## config.mk

```make
export PLATFORM = sky130hd
export DESIGN_NAME = adsr_vca
export DESIGN_NICKNAME = d
export VERILOG_FILES = /design/src/rtl/adsr_vca.sv
export SDC_FILE = /design/constraint.sdc
export NUM_CORES = 1
export LEC_CHECK = 0
export BUFFER_PORTS_ARGS = -buffer_cell sky130_fd_sc_hd__buf_2
export CORE_ASPECT_RATIO = 1.1
export CORE_MARGIN = 5
export CORE_UTILIZATION = 55
export CTS_BUF_LIST = sky130_fd_sc_hd__clkbuf_4 sky130_fd_sc_hd__clkbuf_8 sky130_fd_sc_hd__clkbuf_16
export DETAILED_ROUTE_END_ITERATION = 10
export PLACE_DENSITY = 0.77
export SYNTH_ARGS = -nofsm -noshare
export SYNTH_HDL_FRONTEND = slang
export SYNTH_SLANG_ARGS = --single-unit
```

## constraint.sdc

```tcl
create_clock -name clk -period 4.65 [get_ports clk]
set_input_delay 0.2325 -clock clk [delete_from_list [all_inputs] [get_ports clk]]
set_output_delay 0.2325 -clock clk [all_outputs]
set_load 0.05 [all_outputs]
```

## src/rtl/adsr_vca.sv

```systemverilog
// adsr_vca: VCA stage after the ADSR envelope. Per accepted sample strobe,
// multiplies a signed sample by the unsigned envelope with a bit-serial
// shift-add unit, then rounds half-up and saturates back to SW bits.
// Optional feature macro: VCA_SMOOTH_EN (one-pole envelope smoother).
module adsr_vca #(
    parameter int unsigned SW    = 16,
    parameter int unsigned EW    = 24,
    parameter int unsigned OVR_W = 8
) (
    input  logic             clk,
    input  logic             rst,
    input  logic             low_strobe,
    input  logic [SW-1:0]    sample_in,
    input  logic [EW-1:0]    env_in,
    output logic [SW-1:0]    sample_out,
    output logic             out_valid,
    output logic             busy,
    output logic [OVR_W-1:0] overrun_cnt
);

    localparam int unsigned AW = SW + EW;
    localparam int unsigned CW = $clog2(EW);
    localparam int unsigned QW = SW + 1;
    localparam logic [AW:0] RND_HALF = {{(SW + 1){1'b0}}, 1'b1, {(EW - 1){1'b0}}};

    typedef enum logic [1:0] {
        S_IDLE = 2'd0,
        S_MUL  = 2'd1,
        S_DONE = 2'd2
    } state_t;

    state_t             state_q, state_d;
    logic [SW-1:0]      sample_q, sample_d;
    logic [EW-1:0]      env_q, env_d;
    logic [AW-1:0]      acc_q, acc_d;
    logic [CW-1:0]      cnt_q, cnt_d;
    logic [SW-1:0]      sample_out_q, sample_out_d;
    logic               out_valid_q, out_valid_d;
    logic               busy_q, busy_d;
    logic [OVR_W-1:0]   ovr_q, ovr_d;

    logic [EW-1:0]      env_eff;
    logic [AW-1:0]      addend;
    logic signed [AW:0] rnd_sum;
    logic signed [SW:0] rnd_q;
    logic [SW-1:0]      sat_val;

`ifdef VCA_SMOOTH_EN
    logic [EW-1:0]      env_s_q, env_s_d;
    logic signed [EW:0] env_diff;

    // One-pole smoother: env_s + ((env_in - env_s) >>> 4)
    always_comb begin
        env_diff = $signed({1'b0, env_in}) - $signed({1'b0, env_s_q});
        env_eff  = EW'($signed({1'b0, env_s_q}) + (env_diff >>> 4));
    end

    // Smoother state register
    always_ff @(posedge clk or posedge rst) begin
        if (rst) env_s_q <= '0;
        else     env_s_q <= env_s_d;
    end
`else
    // Envelope used directly
    always_comb begin
        env_eff = env_in;
    end
`endif

    // Datapath: shifted partial product, round-half-up and saturation
    always_comb begin
        addend  = {{EW{sample_q[SW-1]}}, sample_q} << cnt_q;
        rnd_sum = $signed({acc_q[AW-1], acc_q}) + $signed(RND_HALF);
        rnd_q   = QW'(rnd_sum >>> EW);
        if (rnd_q[SW] != rnd_q[SW-1])
            sat_val = rnd_q[SW] ? {1'b1, {(SW - 1){1'b0}}} : {1'b0, {(SW - 1){1'b1}}};
        else
            sat_val = rnd_q[SW-1:0];
    end

    // Next-state and output logic
    always_comb begin
        state_d      = state_q;
        sample_d     = sample_q;
        env_d        = env_q;
        acc_d        = acc_q;
        cnt_d        = cnt_q;
        sample_out_d = sample_out_q;
        out_valid_d  = 1'b0;
        busy_d       = busy_q;
        ovr_d        = ovr_q;
`ifdef VCA_SMOOTH_EN
        env_s_d      = env_s_q;
`endif
        case (state_q)
            S_IDLE: begin
                if (low_strobe) begin
                    sample_d = sample_in;
                    env_d    = env_eff;
                    acc_d    = '0;
                    cnt_d    = '0;
                    busy_d   = 1'b1;
                    state_d  = S_MUL;
`ifdef VCA_SMOOTH_EN
                    env_s_d  = env_eff;
`endif
                end
            end
            S_MUL: begin
                if (env_q[cnt_q]) acc_d = acc_q + addend;
                if (cnt_q == CW'(EW - 1)) state_d = S_DONE;
                else                      cnt_d   = cnt_q + CW'(1);
            end
            S_DONE: begin
                sample_out_d = sat_val;
                out_valid_d  = 1'b1;
                busy_d       = 1'b0;
                state_d      = S_IDLE;
            end
            default: state_d = S_IDLE;
        endcase
        // Strobes arriving while a multiply is in flight are dropped and counted
        if (low_strobe && (state_q != S_IDLE) && (ovr_q != {OVR_W{1'b1}}))
            ovr_d = ovr_q + OVR_W'(1);
    end

    // State and datapath registers
    always_ff @(posedge clk or posedge rst) begin
        if (rst) begin
            state_q      <= S_IDLE;
            sample_q     <= '0;
            env_q        <= '0;
            acc_q        <= '0;
            cnt_q        <= '0;
            sample_out_q <= '0;
            out_valid_q  <= 1'b0;
            busy_q       <= 1'b0;
            ovr_q        <= '0;
        end else begin
            state_q      <= state_d;
            sample_q     <= sample_d;
            env_q        <= env_d;
            acc_q        <= acc_d;
            cnt_q        <= cnt_d;
            sample_out_q <= sample_out_d;
            out_valid_q  <= out_valid_d;
            busy_q       <= busy_d;
            ovr_q        <= ovr_d;
        end
    end

    assign sample_out  = sample_out_q;
    assign out_valid   = out_valid_q;
    assign busy        = busy_q;
    assign overrun_cnt = ovr_q;

endmodule

```

-- Word-level counts from Yosys, hierarchy flattened
Index checks and enable logic that the tools add are counted.
- output and inout bits: 26
- bits of input ports: 43
- flip-flop bits (word level): 113
- $add $sub $neg: 4
- reductions and logical operators: 11
- shifts and indexed selects: 1
- mux-type cells: 16
- magnitude comparators: 1
- equal/unequal tests: 9
- operator list (operator ; number):
    two-way mux 40 bit ; 2
    one-hot mux 40 bit (2 select lines) ; 1
    adder 40 x 25 -> 41 bit (second input constant) ; 1
    adder 40 bit ; 1
    << shifter 40 x 5 -> 40 bit ; 1
    two-way mux 16 bit ; 2
    two-way mux 5 bit ; 2
    one-hot mux 5 bit (2 select lines) ; 1
    adder 8 x 1 -> 8 bit (second input constant) ; 1
    inequality test 2 bit (second input constant) ; 4
    inequality test 8 bit (second input constant) ; 1
    < comparator 5 x 6 -> 1 bit (second input constant) ; 1
    AND reduction 2 bit ; 3
    AND reduction 3 bit ; 2
    nonzero test 2 bit ; 3
    adder 5 x 1 -> 5 bit (second input constant) ; 1
    binary-select mux 1 bit (select 5 bit) ; 1
    equality test 5 bit (second input constant) ; 1
    two-way mux 2 bit ; 2
    one-hot mux 2 bit (2 select lines) ; 1
    two-way mux 1 bit ; 3
    equality test 2 x 1 -> 1 bit (second input constant) ; 1
    equality test 2 bit (second input constant) ; 1
    logical AND 1 bit ; 2
    other kinds (3) ; 3

-- Logic depth before layout (Yosys ltp)
- depth after elaboration: 4
- depth in mapped cells: 22

-- Worst setup path before layout
OpenSTA, ideal clock, no wires.
- path type: register to register
- start: register cnt_q[0]
- end: register acc_q[39]
- library setup time: 0.126 ns
- cell stages (with the launch flop): 20
- arrival: 4.328 ns
- slack: 0.196 ns
- clock period less this slack: 4.454 ns
- data required time: 4.524 ns
- cells stage by stage: dfrtp_1 buf_6 clkbuf_1 buf_2 mux2i_1 a21oi_1 mux2_2 o21ai_0 o22ai_1 ha_1 clkbuf_1 a21oi_1 o21ai_0 a22oi_1 a31oi_1 a211oi_2 a211oi_1 or4_4 and2_0 a221o_1
- cells in the longest elaborated chain, start to end: 4
- elaborated cells on any way between the ends: 8
- those cells by class: add/sub: 1; eq/ne: 1; shift: 1; mux: 4; reduce/logical: 1
- RTL lines (item ; RTL line ; source):
    start, declared ; 36 ; logic [CW-1:0] cnt_q, cnt_d;
    start signal, assigned ; 144 ; cnt_q <= cnt_d;
    << shifter 40 x 5 -> 40 bit or binary-select mux 1 bit (select 5 bit) (tied branches) ; 72, 110 ;
    adder 40 bit or two-way mux 1 bit (tied branches) ; 110 ; if (env_q[cnt_q]) acc_d = acc_q + addend;
    two-way mux 40 bit or inequality test 2 bit (tied branches) ; - ;
    one-hot mux 40 bit (2 select lines) or AND reduction 3 bit (tied branches) ; - ;
    end signal, assigned ; 133 ; acc_q <= '0;
    end signal, assigned ; 143 ; acc_q <= acc_d;
    end, declared ; 35 ; logic [AW-1:0] acc_q, acc_d;
Parallel ways exist; a longest one is shown, timed or not. The select of a mux whose other input is x is not followed.
A chain may end at the register's enable or synchronous reset.

-- Worst setup path after layout
Same ends and word-level chain as after synthesis.

==> results.cfg <==
[status]
status = complete, no violations

[clocking]
cts_setup_buffers = 0
cts-root-buf = clkbuf_16
cts_buffer_depth = 2
cts.sinks = 113
cts_buffers = 17
cts_tree = done
clkLatencyLatePin_ns = 0.42
cts_max_level = 4
clkTransAtPathRegs_ns = 0.06

[hold_path]
hp-class = primary input to register
hold_depth = 2
hp-start = env_in[10]
holdPathEnd = env_q[10]

[finish]
drive_gt1_share_pct = 21.1
stdcell_count = 1087
layout_commonest_cell = dfrtp_1
final_nets = 974
antenna_cells = 0
layout_common_cells = dfrtp_1 (113), a21oi_1 (80), nand2_1 (69)
synthToLayoutAreaGrowth_pct = 14.3
fin_area_um2 = 8950

[global_routing]
grt_pass1_wl_um = 31000
grt_max_degree = 85
grt_remaining_overflow = 0
antenna_found_initial = 0
grt_use_total_pct = 23.3
grt_pass1_vias = 6349

[sta]
fmax_ghz = 0.232
maxSlewHeadroom_pct = 28.5
tightest_slew_ns = 1.06
final_hold_viol_count = 0
worst_clock_skew_ns = 0.00883
setup_viol = 0
drv_slew = 0
fin_crit_sh_pct = 92.7
layout_min_cycle_time_ns = 4.31
rsz0062_at_grt = false
fin_tns_setup_ns = 0

[logic_synthesis]
yosys.area_share.simple_pct = 12.8
synth_mux_area_share_pct = 12.8
syn_inst = 832
synth_xor_xnor_area_share_pct = 6.26
syn_avg_cell_area_um2 = 9.41
synthAdderAreaFrac_pct = 6.97
ys_types = 66
syn_nets = 918
synthFlopType = dfrtp_1
synth_compound_area_share_pct = 21.3
synth-edff-count = 0
yosysSeqAreaShare_pct = 36.1
synth_top_family_by_area = compound AO/OA/AOI/OAI gates
async_reset_ff_share_pct = 100
ys_ff_latch = 113
ys.warnings.count = 0
synth_area_um2 = 7830

[placed_design]
port_buffers = 68
dp_cells = 1057
place_area_um2 = 8350
dpl.hpwl_um = 13700
place_congestion = 0.944

[routing]
detail_route.wirelength_um = 18700
firstDrtPassIters = 5
vias = 6512
antenna_left = 0
drc = 0
dr.first_iter.drc_count = 414
viasPerCell = 5.99
wl_per_cell_um = 17.2

[floorplan]
die_y_um = 135
die_width_um = 124
rows = 45
ios = 69
dieArea_um2 = 16700
start_util_pct = 56.3
core_um2 = 13900

[critical_path]
rr_worst_depth = 18
endpoint_kind = register
r2r_end = acc_q[39]
r2r_start = cnt_q[0]
crit_required_ns = 4.95
reg2reg_slack_ns = 0.34
crit_fanout = 20
start_kind = register
crit_arrival_ns = 4.61
path_class = register to register

[flow_run]
drv_cap = 0
## worst max-delay path by stage
stage	from	to	slack, ns	cells after the start
after floorplan	cnt_q[0]	acc_q[39]	0.20	19
after global placement	cnt_q[0]	acc_q[37]	0.31	19
after detailed placement	cnt_q[0]	acc_q[39]	0.32	18
after CTS	cnt_q[0]	acc_q[39]	0.26	18
after global routing	cnt_q[0]	acc_q[39]	0.05	18
final	cnt_q[0]	acc_q[39]	0.34	18
## worst max-delay path, cell delays in order, from the launching register on
cell and delay, ns:
dfrtp_1 0.40, buf_12 0.18, mux2_2 0.36, o21ai_0 0.24, nor2_1 0.10, a21oi_2 0.21, nand2_1 0.07, o21ai_0 0.10
nor2_1 0.10, ha_1 0.45, nand4_1 0.18, nor3_1 0.31, nor3b_1 0.28, nor2b_1 0.20, a211oi_2 0.10, a211oi_1 0.33
o31ai_1 0.13, and2_0 0.14, a221o_1 0.28
## state kept, by name, summed over array words and instances, names as in the netlist
register     cells
state_q          2
acc_q           40
overrun_cnt      8
sample_out      16
sample_q        16
busy             1
cnt_q            5
env_q           24
out_valid        1
## layout make-up
class / count / area, um2
clock buffer: 18 / 439
clock inverter: 12 / 161
fill: 1175 / 4950
inverter: 25 / 96.3
multi-input combinational: 648 / 4730
sequential: 113 / 2830
tap: 188 / 235
timing repair buffer: 83 / 465
## metrics by stage
| step | utilization, % | worst slack, ns | hold slack (ns) |
|---|---|---|---|
| 3_3_place_gp | 60.0 | 0.314 | 0.461 |
| 5_1_grt | 64.4 | 0.0462 | 0.0346 |
| 2_1_floorplan | - | 0.196 | 0.384 |
| 6_report | 64.4 | 0.338 | 0.0436 |
| 3_5_place_dp | 60.0 | 0.319 | 0.467 |
| 4_1_cts | 64.3 | 0.257 | 0.0308 |
## cell families (layout without fill, tap and decap cells)
group,after synthesis,count (layout)
flops,113,113
buf+inv,71,138
fa+ha+maj,43,43
compound gates,255,255
mux,79,79
simple gates,215,215
xor+xnor,56,56
## synth_stat cells (2+ instances only)
library cell	n	area (um2)
a21o_1	12	90.1
buf_6	2	22.5
nor2b_1	9	56.3
or2_2	8	50.1
o31ai_1	3	22.5
and4_1	2	17.5
mux4_1	5	131
and2_1	2	12.5
nor3_1	8	40.0
dfrtp_1	113	2830
nand2b_1	8	50.1
o22ai_1	6	37.5
o21bai_1	10	75.1
mux2i_1	16	160
o21a_1	12	90.1
ha_1	42	526
mux2_2	52	586
nand2_1	69	259
buf_1	6	22.5
nand4_1	14	87.6
a221o_1	2	20.0
mux4_2	5	113
xor2_1	15	131
a21boi_0	2	15.0
and3_1	9	56.3
a221oi_1	3	26.3
a31oi_1	10	62.6
nor3b_1	2	15.0
a211oi_1	6	45.0
a31o_2	2	17.5
a21oi_1	81	405
nand3_1	16	80.1
nor2_1	62	233
xnor2_1	41	359
o211ai_1	2	15.0
inv_1	23	86.3
clkbuf_1	33	124
o21ai_0	46	230
a22o_1	40	350
a311oi_1	3	26.3
buf_2	5	25.0
## layer usage
metal / global-route usage [%] / vias to the layer above / part of all wire, % / wire length (um)
li1: - / 3181 / - / -
met1: 29.6 / 3107 / 43 / 8100
met2: 39.0 / 194 / 49 / 9180
met3: 5.01 / 30 / 5.5 / 1030
met4: 8.18 / 0 / 2.0 / 374
met5: 0 / - / 0 / 0
## what timing repair did
item | CTS | global route
setup endpoints to repair | 0 | 2
hold buffers | 0 | 0
hold endpoints to repair | 0 | 0
resized for setup | 0 | 3
Power is left out: the tool's default activity adds up to more than one toggle a clock period on the data nets, which glitch-free logic cannot reach.
